<file path="src/rtl/ram_key_ctrl.sv">
// ram_key_ctrl: sequences a 16x4 synchronous-read block RAM from two push-buttons and a switch bank.
//
// Ports:
//   clk_50    in   system clock, all logic on rising edge
//   rst       in   synchronous active-high reset
//   key       in   raw active-low push-buttons: [0] next address, [1] write
//   sw        in   write data, asynchronous, quasi-static
//   ram_addr  out  RAM address (clear counter during INIT, current address otherwise)
//   ram_wdata out  RAM write data (0 during INIT, captured switches during WRITE)
//   ram_we    out  RAM write enable, high only in INIT and WRITE
//   ram_rdata in   RAM read data, valid one cycle after the address
//   led       out  word read from the current address
//   busy      out  high whenever the controller is not idle
//
// Build option: define RAM_KEY_CTRL_DEBOUNCE_EN to debounce the keys with a
// DEBOUNCE_CYC stable-cycle counter; otherwise the synchronized key level is used directly.
module ram_key_ctrl #(
    parameter int ADDR_W       = 4,
    parameter int DATA_W       = 4,
    parameter int DEBOUNCE_CYC = 500000
) (
    input  logic              clk_50,
    input  logic              rst,
    input  logic [1:0]        key,
    input  logic [DATA_W-1:0] sw,
    output logic [ADDR_W-1:0] ram_addr,
    output logic [DATA_W-1:0] ram_wdata,
    output logic              ram_we,
    input  logic [DATA_W-1:0] ram_rdata,
    output logic [DATA_W-1:0] led,
    output logic              busy
);
    typedef enum logic [2:0] {INIT, IDLE, WRITE, READ, LATCH} state_t;

    state_t            state_q, state_d;
    logic [ADDR_W-1:0] addr_q, addr_d;
    logic [DATA_W-1:0] wdata_q, wdata_d;
    logic [DATA_W-1:0] led_q, led_d;
    logic [1:0]        key_s1_q, key_s2_q, lvl_prev_q, press_q;
    logic [1:0]        lvl;
    logic [DATA_W-1:0] sw_s1_q, sw_s2_q;

    // Synchronizers and falling-edge detect; press_q is the registered edge pulse.
    always_ff @(posedge clk_50) begin
        if (rst) begin
            key_s1_q   <= '1;
            key_s2_q   <= '1;
            lvl_prev_q <= '1;
            press_q    <= '0;
            sw_s1_q    <= '0;
            sw_s2_q    <= '0;
        end else begin
            key_s1_q   <= key;
            key_s2_q   <= key_s1_q;
            lvl_prev_q <= lvl;
            press_q    <= lvl_prev_q & ~lvl;
            sw_s1_q    <= sw;
            sw_s2_q    <= sw_s1_q;
        end
    end

`ifdef RAM_KEY_CTRL_DEBOUNCE_EN
    localparam int CNT_W = $clog2(DEBOUNCE_CYC + 1);

    for (genvar i = 0; i < 2; i++) begin : g_db
        logic [CNT_W-1:0] cnt_q;
        logic             db_q;
        // Level is accepted only after it has differed for DEBOUNCE_CYC consecutive cycles.
        always_ff @(posedge clk_50) begin
            if (rst) begin
                cnt_q <= '0;
                db_q  <= 1'b1;
            end else if (key_s2_q[i] == db_q) begin
                cnt_q <= '0;
            end else if (cnt_q == CNT_W'(DEBOUNCE_CYC - 1)) begin
                cnt_q <= '0;
                db_q  <= key_s2_q[i];
            end else begin
                cnt_q <= cnt_q + 1'b1;
            end
        end
        assign lvl[i] = db_q;
    end
`else
    logic unused_debounce;
    assign unused_debounce = ^DEBOUNCE_CYC;
    assign lvl = key_s2_q;
`endif

    always_ff @(posedge clk_50) begin
        if (rst) begin
            state_q <= INIT;
            addr_q  <= '0;
            wdata_q <= '0;
            led_q   <= '0;
        end else begin
            state_q <= state_d;
            addr_q  <= addr_d;
            wdata_q <= wdata_d;
            led_q   <= led_d;
        end
    end

    // INIT reuses the address register as the clear counter; it wraps to 0 on the
    // last word, which is exactly the current address wanted when entering READ.
    always_comb begin
        state_d = state_q;
        addr_d  = addr_q;
        wdata_d = wdata_q;
        led_d   = led_q;
        case (state_q)
            INIT: begin
                addr_d  = addr_q + 1'b1;
                state_d = (&addr_q) ? READ : INIT;
            end
            IDLE: begin
                if (press_q[1]) begin
                    state_d = WRITE;
                    wdata_d = sw_s2_q;
                end else if (press_q[0]) begin
                    state_d = READ;
                    addr_d  = addr_q + 1'b1;
                end
            end
            WRITE:   state_d = READ;
            READ:    state_d = LATCH;
            LATCH: begin
                state_d = IDLE;
                led_d   = ram_rdata;
            end
            default: state_d = INIT;
        endcase
    end

    // Write enable is masked by reset so no word is written while reset is held.
    assign ram_we    = ~rst & ((state_q == INIT) | (state_q == WRITE));
    assign ram_addr  = addr_q;
    assign ram_wdata = (state_q == WRITE) ? wdata_q : '0;
    assign led       = led_q;
    assign busy      = (state_q != IDLE);
endmodule

</file>
<file path="config.mk">
export PLATFORM = sky130hd
export DESIGN_NAME = ram_key_ctrl
export DESIGN_NICKNAME = d
export VERILOG_FILES = /design/src/rtl/ram_key_ctrl.sv
export SDC_FILE = /design/constraint.sdc
export NUM_CORES = 1
export LEC_CHECK = 0
export BUFFER_PORTS_ARGS = -buffer_cell sky130_fd_sc_hd__clkbuf_2
export CORE_ASPECT_RATIO = 1.25
export CORE_MARGIN = 5
export CORE_UTILIZATION = 51
export DETAILED_ROUTE_END_ITERATION = 7
export GPL_TIMING_DRIVEN = 0
export PLACE_DENSITY = 0.76
export SLEW_MARGIN = 40
export SYNTH_ARGS = -nofsm -noshare
export SYNTH_HDL_FRONTEND = slang
export SYNTH_SLANG_ARGS = --single-unit
</file>
<file path="constraint.sdc">
create_clock -name clk_50 -period 1.7 [get_ports clk_50]
set_input_delay 0.085 -clock clk_50 [delete_from_list [all_inputs] [get_ports clk_50]]
set_output_delay 0.085 -clock clk_50 [all_outputs]
set_load 0.1 [all_outputs]
</file>
==> impl_results.md <==
* Post-synthesis sequential element count at 31
* Setup TNS at 0 ns
* Post-Layout Cell Count at 182
* Tot GR Track Use at 15.1%
* N_diodes at 0
* Gate power share at 19.3%
* Dpl cells at 163
* Crit end category: output port
* Number of DRC markers in iteration 0 at 18
* Final ANT Viol Nets at 0
* Number of global-route vias before repair at 857
* Post-Syn Area at 1140 sq um
* CP required at 1.62 ns
* Num ports at 26
* Synthesis-to-layout area growth at 36.6%
* First-pass GRT wire length at 3.66 mm
* First-pass DRT Iterations at 4
* Post-layout instance area at 1560 sq um
* Most common cell after layout, fill and taps aside: dfxtp_1
* Fin crit period at 1.59 ns
* Yosys cell types at 30
* Die H at 62.9 um
* Hold Path Class: in2reg
* CTS clock-pin slew for the worst setup and hold paths at 0.09 ns
* CP arrival at 1.51 ns
* Max_cap viols at 0
* Die X at 52.3 um
* Final Slew Violations at 0
* Hold slack at 0.238 ns
* Most frequent cells in the layout: 28 x dfxtp_1, 19 x clkbuf_2, 15 x nor2_1
* Yosys warns at 0
* Sequential share of power at 46.5%
* Starting Density at 52.8%
* Critical path class: reg2out
* Clock share of power at 34.2%
* FMAX at 628 MHz
* Max clock buf depth at 2
* Via count at 836
* Setup Fix Bufs, Post-CTS at 0
* Core area at 2160 sq um
* Rows at 19
* Sw Share at 28.9%
* Largest net degree at the start of global routing at 11
* Status: finished clean
* Critical Path Source Type: register
* Syn Nets at 120
* Area after DPL at 1320 sq um
* Worst reg2reg setup slack at 0.32 ns
* Share of cells above drive strength 1 at 35.8%
* Sequential fraction of the synthesis area at 54.3%
* Clk_skew at 0.00874 ns
* CP Max Fanout at 10
* Final GP Congestion at 0.763
* Die ar. at 3290 sq um
* Cells on worst reg2reg path at 5
* RSZ-0062 raised after global routing: false
* Worst slew margin at 63.9%
* Port Buffers at 25
* Net Sw Power at 493 uW
* TritonCTS Sinks at 31
* Worst IR Drop VDD at 1010 uV
* Final WL at 1.97 mm
* Routed wl met3 at 130 um
* Htree depth at 2
* Period utilization at 93.7%
* P_leak at 0.681 nW
* Clock Root Buffer: clkbuf_4
* Hold path cells at 3
* DP HPWL at 1.38 mm
* WL/cell at 10.8 um
* CTS tree: yes
* Final hold vios at 0
* Power Internal at 1.21 mW
* Top sig layer: met4
* Measured slew at the worst slew-check pin at 0.544 ns
* WL met1 at 797 um
* Post-Synthesis Cells at 107
* Final net count at 163
* Final Util at 72.1%
* Antenna violations before repair at 0
* Avg Inst Size Synth at 10.7 sq um
* Worst-skew pair later-pin latency at 0.32 ns
* DRC errors left at 0
* PwrDens at 1090 nW/um^2
* Total grt overflow at 0
* Num CTS Buffers at 5
* Final setup fails at 0
* Routed wl met2 at 979 um
* DR vias/cell at 4.59
## cell usage after synthesis
master,n,area share [%]
a2111oi_0,1,0.77
a2111oi_2,1,1.3
a211oi_2,1,1.1
a21oi_1,2,0.88
a311oi_1,1,0.77
a31o_2,1,0.77
a31oi_1,1,0.55
and2_1,4,2.2
buf_2,2,0.88
buf_6,1,0.99
clkbuf_1,3,0.99
dfxtp_1,31,54
ha_1,1,1.1
inv_1,4,1.3
mux2i_1,9,7.9
nand2_1,1,0.33
nand2b_1,1,0.55
nand2b_4,1,1.2
nand3_1,1,0.44
nor2_1,15,4.9
nor2_8,1,1.8
nor2b_1,8,4.4
nor3_1,2,0.88
nor3b_1,2,1.3
nor3b_2,1,1.1
o21bai_1,1,0.66
o32a_1,1,0.88
or2_2,6,3.3
or3b_4,1,0.99
xnor2_1,2,1.5
## state kept, by name, indices dropped and copies added (netlist names)
register	cells
key_s2_q	2
led	4
state_q	3
sw_s1_q	4
ram_addr	4
sw_s2_q	4
press_q	2
lvl_prev_q	2
key_s1_q	2
wdata_q	4
## layer usage
layer / vias to the layer above / GRT usage, %
met4: 0 / 10.5
met3: 5 / 4.77
li1: 436 / -
met5: - / 0
met1: 374 / 17.2
met2: 21 / 23.3
## path summary, 6_finish.rpt
kind,startpoint,to
worst min register to register,key_s1_q[0],key_s2_q[0]
worst min-delay path,rst,sw_s2_q[2]
worst max-delay path,state_q[2],busy
worst max register to register,state_q[2],wdata_q[0]
## cell families (layout without fill, tap and decap cells)
| group | after synthesis | count (layout) | share of synthesized area [%] |
|---|---|---|---|
| adders and majority gates | 1 | 1 | 1.10 |
| AOI/OAI and AO/OA | 10 | 10 | 7.67 |
| xor gates and xnor gates | 2 | 2 | 1.53 |
| and+or+nand+nor | 44 | 44 | 23.3 |
| muxes | 9 | 9 | 7.89 |
| buffers and inverters | 10 | 54 | 4.16 |
| DFF | 31 | 31 | 54.3 |
## area by class of cell
| class | count | area [sq um] |
|---|---|---|
| inverter | 4 | 15.0 |
| timing repair buffer | 36 | 270 |
| multi-input combinational | 66 | 490 |
| clock inverter | 2 | 35.0 |
| sequential | 31 | 624 |
| buffer | 6 | 35.0 |
| clock buffer | 6 | 51.3 |
| fill | 158 | 603 |
| tap | 31 | 38.8 |
## per-stage QoR
step / total power [mW] / setup WS (ns)
3_3_place_gp: 1.11 / 0.125
4_1_cts: 1.73 / 0.00540
2_1_floorplan: 1.06 / -0.0898
3_5_place_dp: 1.12 / 0.125
5_1_grt: 1.80 / 0.000757
6_report: 1.70 / 0.107
## power groups by stage
stage	Combinational [mW]	Clock, mW	Sequential (mW)
finish	0.329	0.584	0.792
global route	0.352	0.644	0.800
CTS	0.327	0.608	0.793
detailed placement	0.306	0	0.811
global placement	0.300	0	0.808
floorplan	0.133	0	0.929
## repair_timing
| action | in CTS | in global routing |
|---|---|---|
| resized for setup | 9 | 4 |
| hold buffers | 11 | 0 |
| setup endpoints to repair | 4 | 6 |
| hold endpoints to repair | 11 | 0 |
| pin swaps | 0 | 0 |
## critical path, cell delays in order, from the launching register on
cell and delay [ns]:
dfxtp_1 0.32, buf_6 0.14, or3b_4 0.41, buf_2 0.31
(Power assumes the default switching activity.)
